===== config.mk =====
export PLATFORM = sky130hd
export DESIGN_NAME = ahf_sw_inport
export DESIGN_NICKNAME = d
export VERILOG_FILES = /design/src/rtl/ahf_mrisc521_pkg.sv /design/src/rtl/ahf_sync2.sv /design/src/rtl/ahf_sw_inport.sv
export SDC_FILE = /design/constraint.sdc
export NUM_CORES = 1
export LEC_CHECK = 0
export CORE_MARGIN = 10
export CORE_UTILIZATION = 38
export DETAILED_ROUTE_END_ITERATION = 6
export PLACE_DENSITY = 0.68
export SYNTH_ARGS = -nofsm -noshare
export SYNTH_HDL_FRONTEND = slang
export SYNTH_SLANG_ARGS = --single-unit

===== constraint.sdc =====
create_clock -name CLOCK_50 -period 2.3 [get_ports CLOCK_50]
set_input_delay 0.23 -clock CLOCK_50 [delete_from_list [all_inputs] [get_ports CLOCK_50]]
set_output_delay 0.23 -clock CLOCK_50 [all_outputs]
set_load 0.03 [all_outputs]

===== src/rtl/ahf_mrisc521_pkg.sv =====
// Shared types and constants for the switch input port: debounce FSM state and default settle time.
package ahf_mrisc521_pkg;

    typedef enum logic {
        ST_STABLE = 1'b0,
        ST_SETTLE = 1'b1
    } deb_state_t;

    localparam int DEBOUNCE_DEFAULT = 16;
    localparam int CNT_W            = 8;

endpackage


===== src/rtl/ahf_sync2.sv =====
// Two-flop synchronizer for a bus of independent asynchronous level inputs.
// Latency: 2 cycles. Backpressure: none, samples every cycle.
module ahf_sync2 #(
    parameter int WIDTH = 5
) (
    input  logic             clk,
    input  logic             rst_n,
    input  logic [WIDTH-1:0] async_in,
    output logic [WIDTH-1:0] sync_out
);

    logic [WIDTH-1:0] meta_q, meta_d;
    logic [WIDTH-1:0] sync_q, sync_d;

    always_comb begin
        meta_d = async_in;
        sync_d = meta_q;
    end

    always_ff @(posedge clk or negedge rst_n) begin
        if (!rst_n) begin
            meta_q <= '0;
            sync_q <= '0;
        end else begin
            meta_q <= meta_d;
            sync_q <= sync_d;
        end
    end

    assign sync_out = sync_q;

endmodule


===== src/rtl/ahf_sw_inport.sv =====
// Debounced board-switch input port with a single-entry read handshake and overrun flag.
// Latency: DEBOUNCE_CYCLES+3 edges from first sampling of a clean change to sw_valid.
// Backpressure: none; a new value overwrites an unread one and raises sw_ovr.
module ahf_sw_inport
    import ahf_mrisc521_pkg::*;
#(
    parameter int WIDTH           = 5,
    parameter int DEBOUNCE_CYCLES = DEBOUNCE_DEFAULT
) (
    input  logic             CLOCK_50,
    input  logic             Reset,
    input  logic [WIDTH-1:0] SW,
    input  logic             rd_ack,
    output logic [WIDTH-1:0] sw_data,
    output logic             sw_valid,
    output logic             sw_ovr
);

    localparam logic [CNT_W-1:0] CNT_LAST = CNT_W'(DEBOUNCE_CYCLES - 1);

    logic [WIDTH-1:0] sync_q;

    deb_state_t       state_q, state_d;
    logic [WIDTH-1:0] stable_q, stable_d;
    logic [WIDTH-1:0] cand_q, cand_d;
    logic [CNT_W-1:0] cnt_q, cnt_d;
    logic [WIDTH-1:0] sw_data_q, sw_data_d;
    logic             sw_valid_q, sw_valid_d;
    logic             sw_ovr_q, sw_ovr_d;
    logic             commit;

    ahf_sync2 #(
        .WIDTH (WIDTH)
    ) u_sync (
        .clk      (CLOCK_50),
        .rst_n    (Reset),
        .async_in (SW),
        .sync_out (sync_q)
    );

    always_comb begin
        state_d    = state_q;
        stable_d   = stable_q;
        cand_d     = cand_q;
        cnt_d      = cnt_q;
        sw_data_d  = sw_data_q;
        sw_valid_d = sw_valid_q;
        sw_ovr_d   = sw_ovr_q;
        commit     = 1'b0;

        unique case (state_q)
            ST_STABLE: begin
                if (sync_q != stable_q) begin
                    cand_d  = sync_q;
                    cnt_d   = '0;
                    state_d = ST_SETTLE;
                end
            end
            ST_SETTLE: begin
                // A bounce back to the accepted value is not a change at all.
                if (sync_q == stable_q) begin
                    cnt_d   = '0;
                    state_d = ST_STABLE;
                end else if (sync_q != cand_q) begin
                    cand_d = sync_q;
                    cnt_d  = '0;
                end else if (cnt_q == CNT_LAST) begin
                    commit   = 1'b1;
                    stable_d = cand_q;
                    cnt_d    = '0;
                    state_d  = ST_STABLE;
                end else begin
                    cnt_d = cnt_q + 1'b1;
                end
            end
            default: begin
                state_d = ST_STABLE;
                cnt_d   = '0;
            end
        endcase

        // A read landing on the commit edge consumes the old value, so no overrun.
        if (commit) begin
            sw_data_d  = cand_q;
            sw_valid_d = 1'b1;
            sw_ovr_d   = sw_valid_q & ~rd_ack;
        end else if (rd_ack && sw_valid_q) begin
            sw_valid_d = 1'b0;
            sw_ovr_d   = 1'b0;
        end
    end

    always_ff @(posedge CLOCK_50 or negedge Reset) begin
        if (!Reset) begin
            state_q    <= ST_STABLE;
            stable_q   <= '0;
            cand_q     <= '0;
            cnt_q      <= '0;
            sw_data_q  <= '0;
            sw_valid_q <= 1'b0;
            sw_ovr_q   <= 1'b0;
        end else begin
            state_q    <= state_d;
            stable_q   <= stable_d;
            cand_q     <= cand_d;
            cnt_q      <= cnt_d;
            sw_data_q  <= sw_data_d;
            sw_valid_q <= sw_valid_d;
            sw_ovr_q   <= sw_ovr_d;
        end
    end

    assign sw_data  = sw_data_q;
    assign sw_valid = sw_valid_q;
    assign sw_ovr   = sw_ovr_q;

endmodule


==> impl_results.md, run 1 <==
* Status: finished clean
* Hold_buf cts at 0
* 1st-iter DRT viols at 92
* Routability-driven placement congestion ratio at 0.782
* RSZ-0062 raised after global routing: false
* Endpoints failing setup at 0
* Root Driver: clkbuf_8
* Synth Register Bits at 36
* R2r setup slk at 370 ps
* Synth warn at 0
* # IOs at 15
* Core ar. at 4000 sq um
* Gr ovfl total at 0
* Layout Utilization at 0.461
* Routed WL at 2.64 mm
* Initial antenna violation count at 0
* Setup CP Type: flop to flop
* Clk_lat worst skew at 280 ps
* Post-DP HPWL at 1.85 mm
* Peak supply drop at 0.455 mV
* First-pass GRT wire length at 4.71 mm
* Setup TNS at 0 ps
* Worst Path Required at 2470 ps
* Fraction of layout cells with a size suffix above 1 at 0.206
* CTS tree: built
* DR pass1 iterations at 4
* TritonCTS buffer count at 5
* Diode count at 0
* Max cap viols at 0
* CP Max Fanout at 12
* Final Hold Viols at 0
* Routed Antenna Nets at 0
* Final Net Count at 149
* Average cell area after synthesis at 12.8 sq um
* Vias per Instance at 5.10
* Hold Slack at 349 ps
* GR Util All Layers at 0.0799
* Top cell type's share of synthesized area at 0.577
* Hold_sp: u_sync.meta_q[3]
* H-Tree Depth at 2
* Reg-to-Reg Start: cnt_q[0]
* Slew Viols, Final at 0
* Syn Std Cell Area at 1560 sq um
* Worst Hold Endpoint: u_sync.sync_out[3]
* Die H at 84.1 microns
* Final Cycle Share at 0.841
* Slew HR at 0.709
* Main synth FF type: dfrtp_1
* Commonest cells post-synth: dfrtp_1, nand3_1, mux2_4, mux2_2, xor2_1
* Synth top area cells: dfrtp_1, mux2_4, mux2_2
* Comb power frac at 0.050
* Synth-to-layout area growth at 18.3%
* Net Sw Power at 261 uW
* HP Class: flop to flop
* Design area at 1850 sq um
* Clock transition at the registers of the reported paths at 70 ps
* Via Count at 975
* Seq/Total Area, Yosys at 0.577
* Switching part of the total power at 0.220
* Mapped Cells at 122
* Most common cell in the synthesized netlist: dfrtp_1
* CP arrival at 2100 ps
* Die width at 84.1 microns
* Synth cell types at 30
* P_leak at 0.826 nW
* Initial core utilization at 0.390
* Crit. End Element: flop
* Resized cells post-CTS at 0
* Count of flip-flops with a built-in enable after synthesis at 0
* Syn nets at 131
* Area after DPL at 1750 sq um
* Port buffer count at 14
* Num rows at 23
* CTS Buffer Depth at 2
* Sequential Power Share at 0.561
* Tmin final at 1930 ps
* Worst-Margin Slew at 437 ps
* R2R Path End: sw_data[2]
* R2R cell count at 5
* Clock Power Share at 0.389
* Worst Hold Depth at 0
* Int Power at 922 uW
* DRC Markers at 0
* Final Skew at 6.51 ps
* Die area at 7070 sq um
* Vias in the first global route at 1016
* Post-CTS setup buffer count at 0
* Worst Setup Start Kind: flop
* CTS sink cnt at 36
* DR WL/cell at 13.8 microns
* FMAX at 0.517 GHz
* Largest net degree at the start of global routing at 37
* Pwr dens at 641 nW/um^2
* Largest area contributor in the netlist: dfrtp_1
* FFs w/ async S/R, synth at 1.00
## area by class of cell
| cell class | instances | area (sq um) |
|---|---|---|
| multi-input combinational | 75 | 603 |
| inverter | 4 | 15.0 |
| sequential | 36 | 901 |
| timing repair buffer | 18 | 170 |
| fill | 344 | 2150 |
| clock inverter | 1 | 7.51 |
| clock buffer | 7 | 86.3 |
| tap | 50 | 62.6 |
## worst max-delay path by stage
stage / start / endpoint / slack [ps] / cells after the start
floorplan: cand_q[2] / stable_q[0] / 570 / 7
global placement: cnt_q[0] / sw_data[2] / 440 / 5
detailed placement: cnt_q[0] / sw_data[4] / 370 / 5
CTS: cnt_q[0] / stable_q[3] / 360 / 5
global route: cnt_q[6] / sw_data[3] / 260 / 4
finish: cnt_q[0] / sw_data[2] / 370 / 5
## power by group through the flow
stage | clock network (mW) | logic [mW] | registers (mW)
6_report | 0.460 | 0.0593 | 0.663
4_1_cts | 0.471 | 0.0606 | 0.663
3_3_place_gp | 0 | 0.0594 | 0.674
3_5_place_dp | 0 | 0.0602 | 0.676
5_1_grt | 0.500 | 0.0662 | 0.665
2_1_floorplan | 0 | 0.0249 | 0.676
## logic make-up (layout without fill, tap and decap cells)
family | after synthesis | count (layout) | synth area share
DFF | 36 | 36 | 0.577
adders and majority gates | 1 | 1 | 0.00802
and+or+nand+nor | 34 | 34 | 0.128
xor gates and xnor gates | 10 | 10 | 0.0561
muxes | 17 | 17 | 0.140
buffers and inverters | 11 | 30 | 0.0361
AOI/OAI and AO/OA | 13 | 13 | 0.0545
## registers in the layout, summed over array words and instances (netlist names)
register         cells
cand_q               5
cnt_q                8
stable_q             5
state_q              1
sw_data              5
sw_ovr               1
sw_valid             1
u_sync.meta_q        5
u_sync.sync_out      5
## metrics by stage
stage | cells | power (mW) | worst slack [ps]
after floorplan | 122 | 0.700 | 570
after global placement | 183 | 0.734 | 442
after detailed placement | 183 | 0.736 | 370
after CTS | 191 | 1.19 | 359
after global routing | 191 | 1.23 | 258
final | 191 | 1.18 | 365
## layer usage
| layer | wire [microns] | up-vias | global-route usage |
|---|---|---|---|
| met5 | 0 | - | 0 |
| met4 | 27 | 0 | 0.0274 |
| met3 | 127 | 4 | 0.0361 |
| met2 | 1290 | 25 | 0.124 |
| met1 | 1200 | 486 | 0.0948 |
| li1 | - | 460 | - |
## placed cells by master, fill, tap and decap left out, drive strengths merged
cell,Yosys,layout
buf,5,4
or2,1,1
a31oi,5,5
a21boi,1,1
xnor2,3,3
a21oi,1,1
ha,1,1
dfrtp,36,36
nand4b,1,1
mux2i,2,2
inv,4,4
nand4,2,2
mux2,15,15
and2,1,1
nor4,1,1
xor2,7,7
clkdlybuf4s50,0,14
o211ai,3,3
and3,4,4
nor2,4,4
nor3,3,3
nand3,10,10
nand2,6,6
clkbuf,2,7
clkinvlp,0,1
a41oi,1,1
o21ai,2,2
nor3b,1,1
## worst max-delay path: stages (launching register included)
cell and delay (ps):
dfrtp_1 380, ha_1 210, nand3_1 210, nor3b_4 390
nand3_4 270, mux2_4 360
Power figures use the tool's default switching activity.
==> inputs of run 2 (changes only) <==
Settings changed: PLACE_DENSITY 0.68 to 0.7.
Clock period 2.3 ns to 1.7 ns, I/O delays scaled along.
==> impl_results.md, run 2 (same netlist as run 1, synthesis figures left out) <==
* CP peak stage delay at 400 ps
* Tmin final at 1710 ps
* CTS sink cnt at 36
* Via Count at 1002
* Hold_buf cts at 0
* Layout Utilization at 0.499
* Max reg flops at 8
* Post-DP HPWL at 2.10 mm
* DR pass1 iterations at 4
* FMAX at 0.583 GHz
* Crit. End Element: flop
* RSZ-0062 raised after global routing: true
* Core ar. at 4000 sq um
* DR WL/cell at 15.0 microns
* Highest-delay cell along the critical path: dfrtp_1
* Largest net degree at the start of global routing at 37
* Final Hold Viols at 0
* Worst-Margin Slew at 439 ps
* Endpoints failing setup at 4
* Max cap viols at 0
* Fillers at 344
* Die area at 7070 sq um
* Final Cycle Share at 1.01
* Port buffer count at 14
* Status: complete, but fails checks
* Slew Viols, Final at 0
* Worst Path Required at 1880 ps
* Final worst-path setup slack at -15.0 ps
* Vias per Instance at 4.96
* # IOs at 15
* R2R cell count at 5
* Routed WL at 3.04 mm
* Most frequent cells in the layout: dfrtp_1, clkdlybuf4s50_1, buf_4
* Setup CP Type: flop to flop
* H-Tree Depth at 2
* Pwr dens at 864 nW/um^2
* Critical-path cell list: xor2_1 -> nor4_1 -> and3_4 -> nand3_4 -> mux2_4
* Die width at 84.1 microns
* Diode count at 0
* Post-CTS setup buffer count at 0
* Setup TNS at -24.8 ps
* Failing checks: negative setup slack
* P_leak at 0.888 nW
* CP arrival at 1890 ps
* Die H at 84.1 microns
* Num rows at 23
* Initial core utilization at 0.390
* Routed Antenna Nets at 0
* Final Net Count at 160
* CP Max Fanout at 6
* Synth-to-layout area growth at 27.8%
* Slew HR at 0.707
* Fraction of layout cells with a size suffix above 1 at 0.296
* Commonest non-fill, non-tap cell in the layout: dfrtp_1
* Peak supply drop at 0.684 mV
* 1st-iter DRT viols at 89
* CTS tree: built
* Largest register by flop count: cnt_q
* Clk_lat worst skew at 290 ps
* DRC Markers at 0
* Initial antenna violation count at 0
* Gr ovfl total at 0
* GR Util All Layers at 0.0896
* HP Class: primary input to async pin
* Final Skew at 6.70 ps
* Root Driver: clkbuf_8
* TritonCTS buffer count at 5
* Routability-driven placement congestion ratio at 0.818
* First-pass GRT wire length at 5.13 mm
* CTS Buffer Depth at 2
* Worst Setup Start Kind: flop
* Clock transition at the registers of the reported paths at 70 ps
* Vias in the first global route at 1066
* Hold Slack at 286 ps
[run 2: cell count changes in the layout (fill, tap and decap cells not counted), sizes merged]
cell,before,now
buf,4,14
bufinv,0,1
clkbuf,7,6
clkinv,0,1
clkinvlp,1,0
nand3,10,11
[run 2: metal layers]
layer	share of wire	up-vias	GRT usage
met1	0.44	486	0.105
met2	0.49	18	0.140
met4	0.018	0	0.0441
met3	0.045	7	0.0332
met5	0	-	0
li1	-	491	-
[run 2: worst paths after layout]
kind	slack, ps	endpoint	startpoint
worst max-delay path	-10	stable_q[2]	u_sync.sync_out[4]
worst min-delay path	290	cand_q[4]	Reset
worst max register to register	-10	stable_q[2]	u_sync.sync_out[4]
worst min register to register	350	u_sync.sync_out[4]	u_sync.meta_q[4]
max in group asynchronous	1100	cnt_q[1]	Reset
min in group CLOCK_50	310	u_sync.meta_q[0]	SW[0]
[run 2: layout make-up]
cell class / instances / area [sq um] / area share
clock buffers: 6 / 72.6 / 0.0364
clock inverters: 2 / 35.0 / 0.0176
inverters: 4 / 15.0 / 0.00753
multi-input cells: 76 / 656 / 0.329
flip-flops and latches: 36 / 901 / 0.452
well taps: 50 / 62.6 / 0.0314
repair buffers: 28 / 253 / 0.127
[run 2: report_power, final]
group | internal [mW] | total (mW) | switching (mW) | leakage [nW]
Clock | 0.435 | 0.730 | 0.296 | 0.0552
Sequential | 0.879 | 0.896 | 0.0174 | 0.463
Combinational | 0.0479 | 0.0964 | 0.0485 | 0.370
[run 2: timing repair]
item	in CTS	in global routing
setup endpoints to repair	19	18
gates resized for setup	6	6
endpoints found under the hold margin	0	0
gates cloned	1	0
pin swaps	3	5
[run 2: critical path, delay by kind of cell (launching register included)]
| kind | cells | cell delay, ps |
|---|---|---|
| multiplexers | 1 | 330 |
| flip-flops | 1 | 400 |
| XOR/XNOR | 1 | 170 |
| AND/OR/NAND/NOR | 3 | 700 |
[run 2: metrics by stage]
step / power (mW) / cells / area (sq um) / worst slack, ps
floorplan: 0.948 / 122 / 1570 / -25.4
global placement: 1.00 / 193 / 1830 / -12.9
detailed placement: 1.00 / 193 / 1830 / -38.8
CTS: 1.74 / 202 / 1970 / -0.562
global route: 1.79 / 202 / 1990 / -56.7
finish: 1.72 / 202 / 1990 / -15.0
==> inputs of run 3 (changes only) <==
Settings changed: ABC_AREA set to 1.
==> impl_results.md, run 3 <==
* Status: finished clean
* Worst Path Required at 1930 ps
* Initial core utilization at 0.397
* Setup CP Type: flop to flop
* Worst Setup Start Kind: flop
* Hold Slack at 313 ps
* Setup TNS at 0 ps
* Root Driver: clkbuf_8
* Area after DPL at 1790 sq um
* Routed WL at 2.82 mm
* Syn Std Cell Area at 1600 sq um
* Fillers at 390
* Endpoints failing setup at 0
* Vias in the first global route at 1189
* Synth Register Bits at 36
* Final Cycle Share at 0.887
* Die width at 84.8 microns
* Tmin final at 1510 ps
* Port buffer count at 14
* Top cell type's share of synthesized area at 0.564
* Syn nets at 182
* Routability-driven placement congestion ratio at 0.790
* DR pass1 iterations at 4
* Largest register by flop count: cnt_q
* Largest net degree at the start of global routing at 37
* Highest-delay cell along the critical path: dfrtp_1
* DRC Markers at 0
* CTS sink cnt at 36
* CTS Buffer Depth at 2
* Synth warn at 0
* Vias per Instance at 4.49
* Worst-Margin Slew at 327 ps
* Synth top area cells: dfrtp_1, nand2_1, o21ai_0
* Routed Antenna Nets at 0
* Initial antenna violation count at 0
* Fraction of layout cells with a size suffix above 1 at 0.149
* CTS tree: built
* Num rows at 23
* Max cap viols at 0
* GR Util All Layers at 0.0901
* Register Area at 901 sq um
* Design area at 1930 sq um
* Most common cell in the synthesized netlist: nand2_1
* Critical-path cell list: ha_1 -> nand3_2 -> nor3_4 -> inv_2 -> nor2_4 -> nand3_1 -> nand2_1
* RSZ-0062 raised after global routing: false
* Pwr dens at 933 nW/um^2
* Count of flip-flops with a built-in enable after synthesis at 0
* Largest area contributor in the netlist: dfrtp_1
* CP Max Fanout at 6
* Die H at 84.8 microns
* H-Tree Depth at 2
* HP Class: primary input to flop
* Met2 wire length at 1.22 mm
* Clock transition at the registers of the reported paths at 70 ps
* Via Count at 1101
* Mapped Cells at 173
* Die area at 7200 sq um
* Seq/Total Area, Yosys at 0.564
* Crit. End Element: flop
* Area of the multi-input gates at 622 sq um
* Average cell area after synthesis at 9.24 sq um
* # IOs at 15
* CP arrival at 1740 ps
* Peak supply drop at 0.518 mV
* Post-DP HPWL at 1.99 mm
* Final Skew at 1.61 ps
* Clk_lat worst skew at 290 ps
* Gr ovfl total at 0
* CP peak stage delay at 370 ps
* Most frequent cells in the layout: nand2_1, dfrtp_1, inv_1, clkdlybuf4s50_1, o21ai_0
* DR WL/cell at 11.5 microns
* Max reg flops at 8
* Final Hold Viols at 0
* Synth cell types at 23
* Slew Viols, Final at 0
* FFs w/ async S/R, synth at 1.00
* First-pass GRT wire length at 5.22 mm
* Commonest cells post-synth: nand2_1, dfrtp_1, inv_1, o21ai_0, nand3_1
* Core ar. at 4030 sq um
* Wl on met1 at 1.35 mm
* P_leak at 0.926 nW
* Detail Route met3 WL at 178 microns
* Synth-to-layout area growth at 20.5%
* Commonest non-fill, non-tap cell in the layout: nand2_1
* Diode count at 0
* Final Net Count at 203
* 1st-iter DRT viols at 32
* FMAX at 0.664 GHz
* Main synth FF type: dfrtp_1
* Top Layer Used: met4
* Slew HR at 0.780
* TritonCTS buffer count at 5
-- run 3: cell types whose count changed in the layout (fill, tap and decap cells not counted), sizes merged, moves of 2 or more --
cell / previous run / this run
a31oi: 5 / 1
and3: 4 / 0
buf: 14 / 2
inv: 4 / 18
mux2: 15 / 0
mux2i: 2 / 0
nand2: 6 / 65
nand3b: 0 / 2
nor2: 4 / 11
nor3: 3 / 1
o211ai: 3 / 0
o21ai: 2 / 12
xor2: 7 / 4
-- run 3: layout make-up --
class / instances / share of cell area
repair buffers: 16 / 0.0858
inverters: 18 / 0.0351
clock buffers: 6 / 0.0377
clock inverters: 2 / 0.0182
well taps: 50 / 0.0325
multi-input cells: 117 / 0.323
flip-flops and latches: 36 / 0.468
-- run 3: routing by layer --
metal | track usage | vias up
met1 | 0.0995 | 498
met5 | 0 | -
met4 | 0.0599 | 0
met2 | 0.137 | 20
li1 | - | 577
met3 | 0.0402 | 6
-- run 3: worst paths after layout --
path,start,to,slack (ps),cells after the start
worst max-delay path,cnt_q[1],stable_q[0],190,7
worst min-delay path,SW[3],u_sync.meta_q[3],310,1
worst max register to register,cnt_q[1],stable_q[0],190,7
worst min register to register,u_sync.meta_q[2],u_sync.sync_out[2],350,0
max in group asynchronous,Reset,cand_q[0],1150,3
min in group asynchronous,Reset,cnt_q[6],360,3
-- run 3: stage by stage --
step | worst slack (ps) | instances | util | total power, mW
floorplan | 358 | 173 | - | 1.02
global placement | 214 | 236 | 0.445 | 1.08
detailed placement | 171 | 236 | 0.445 | 1.08
CTS | 156 | 245 | 0.474 | 1.83
global route | 33.0 | 245 | 0.478 | 1.88
finish | 193 | 245 | 0.478 | 1.80
-- run 3: power by group --
group	switching, mW	total (mW)	internal, mW
clock	0.299	0.734	0.435
sequential	0.0259	0.917	0.892
combinational	0.0860	0.145	0.0594
-- run 3: repair_timing --
action / CTS / global route
hold buffers: 1 / 0
setup endpoints to repair: 0 / 13
resized for setup: 0 / 2
endpoints found under the hold margin: 36 / 0
buffers inserted: 0 / 0
-- run 3: cells by family after synthesis --
logic type,after synthesis,synth area share
and+or+nand+nor,94,0.282
DFF,36,0.564
buffers and inverters,20,0.0564
AOI/OAI and AO/OA,15,0.0517
xor gates and xnor gates,7,0.0384
adders and majority gates,1,0.00783
-- run 3: critical path: cells and delay by family (launching register included) --
kind | cells | cell delay [ps]
buffers and inverters | 1 | 100
adders and majority gates | 1 | 200
and+or+nand+nor | 5 | 780
DFF | 1 | 370
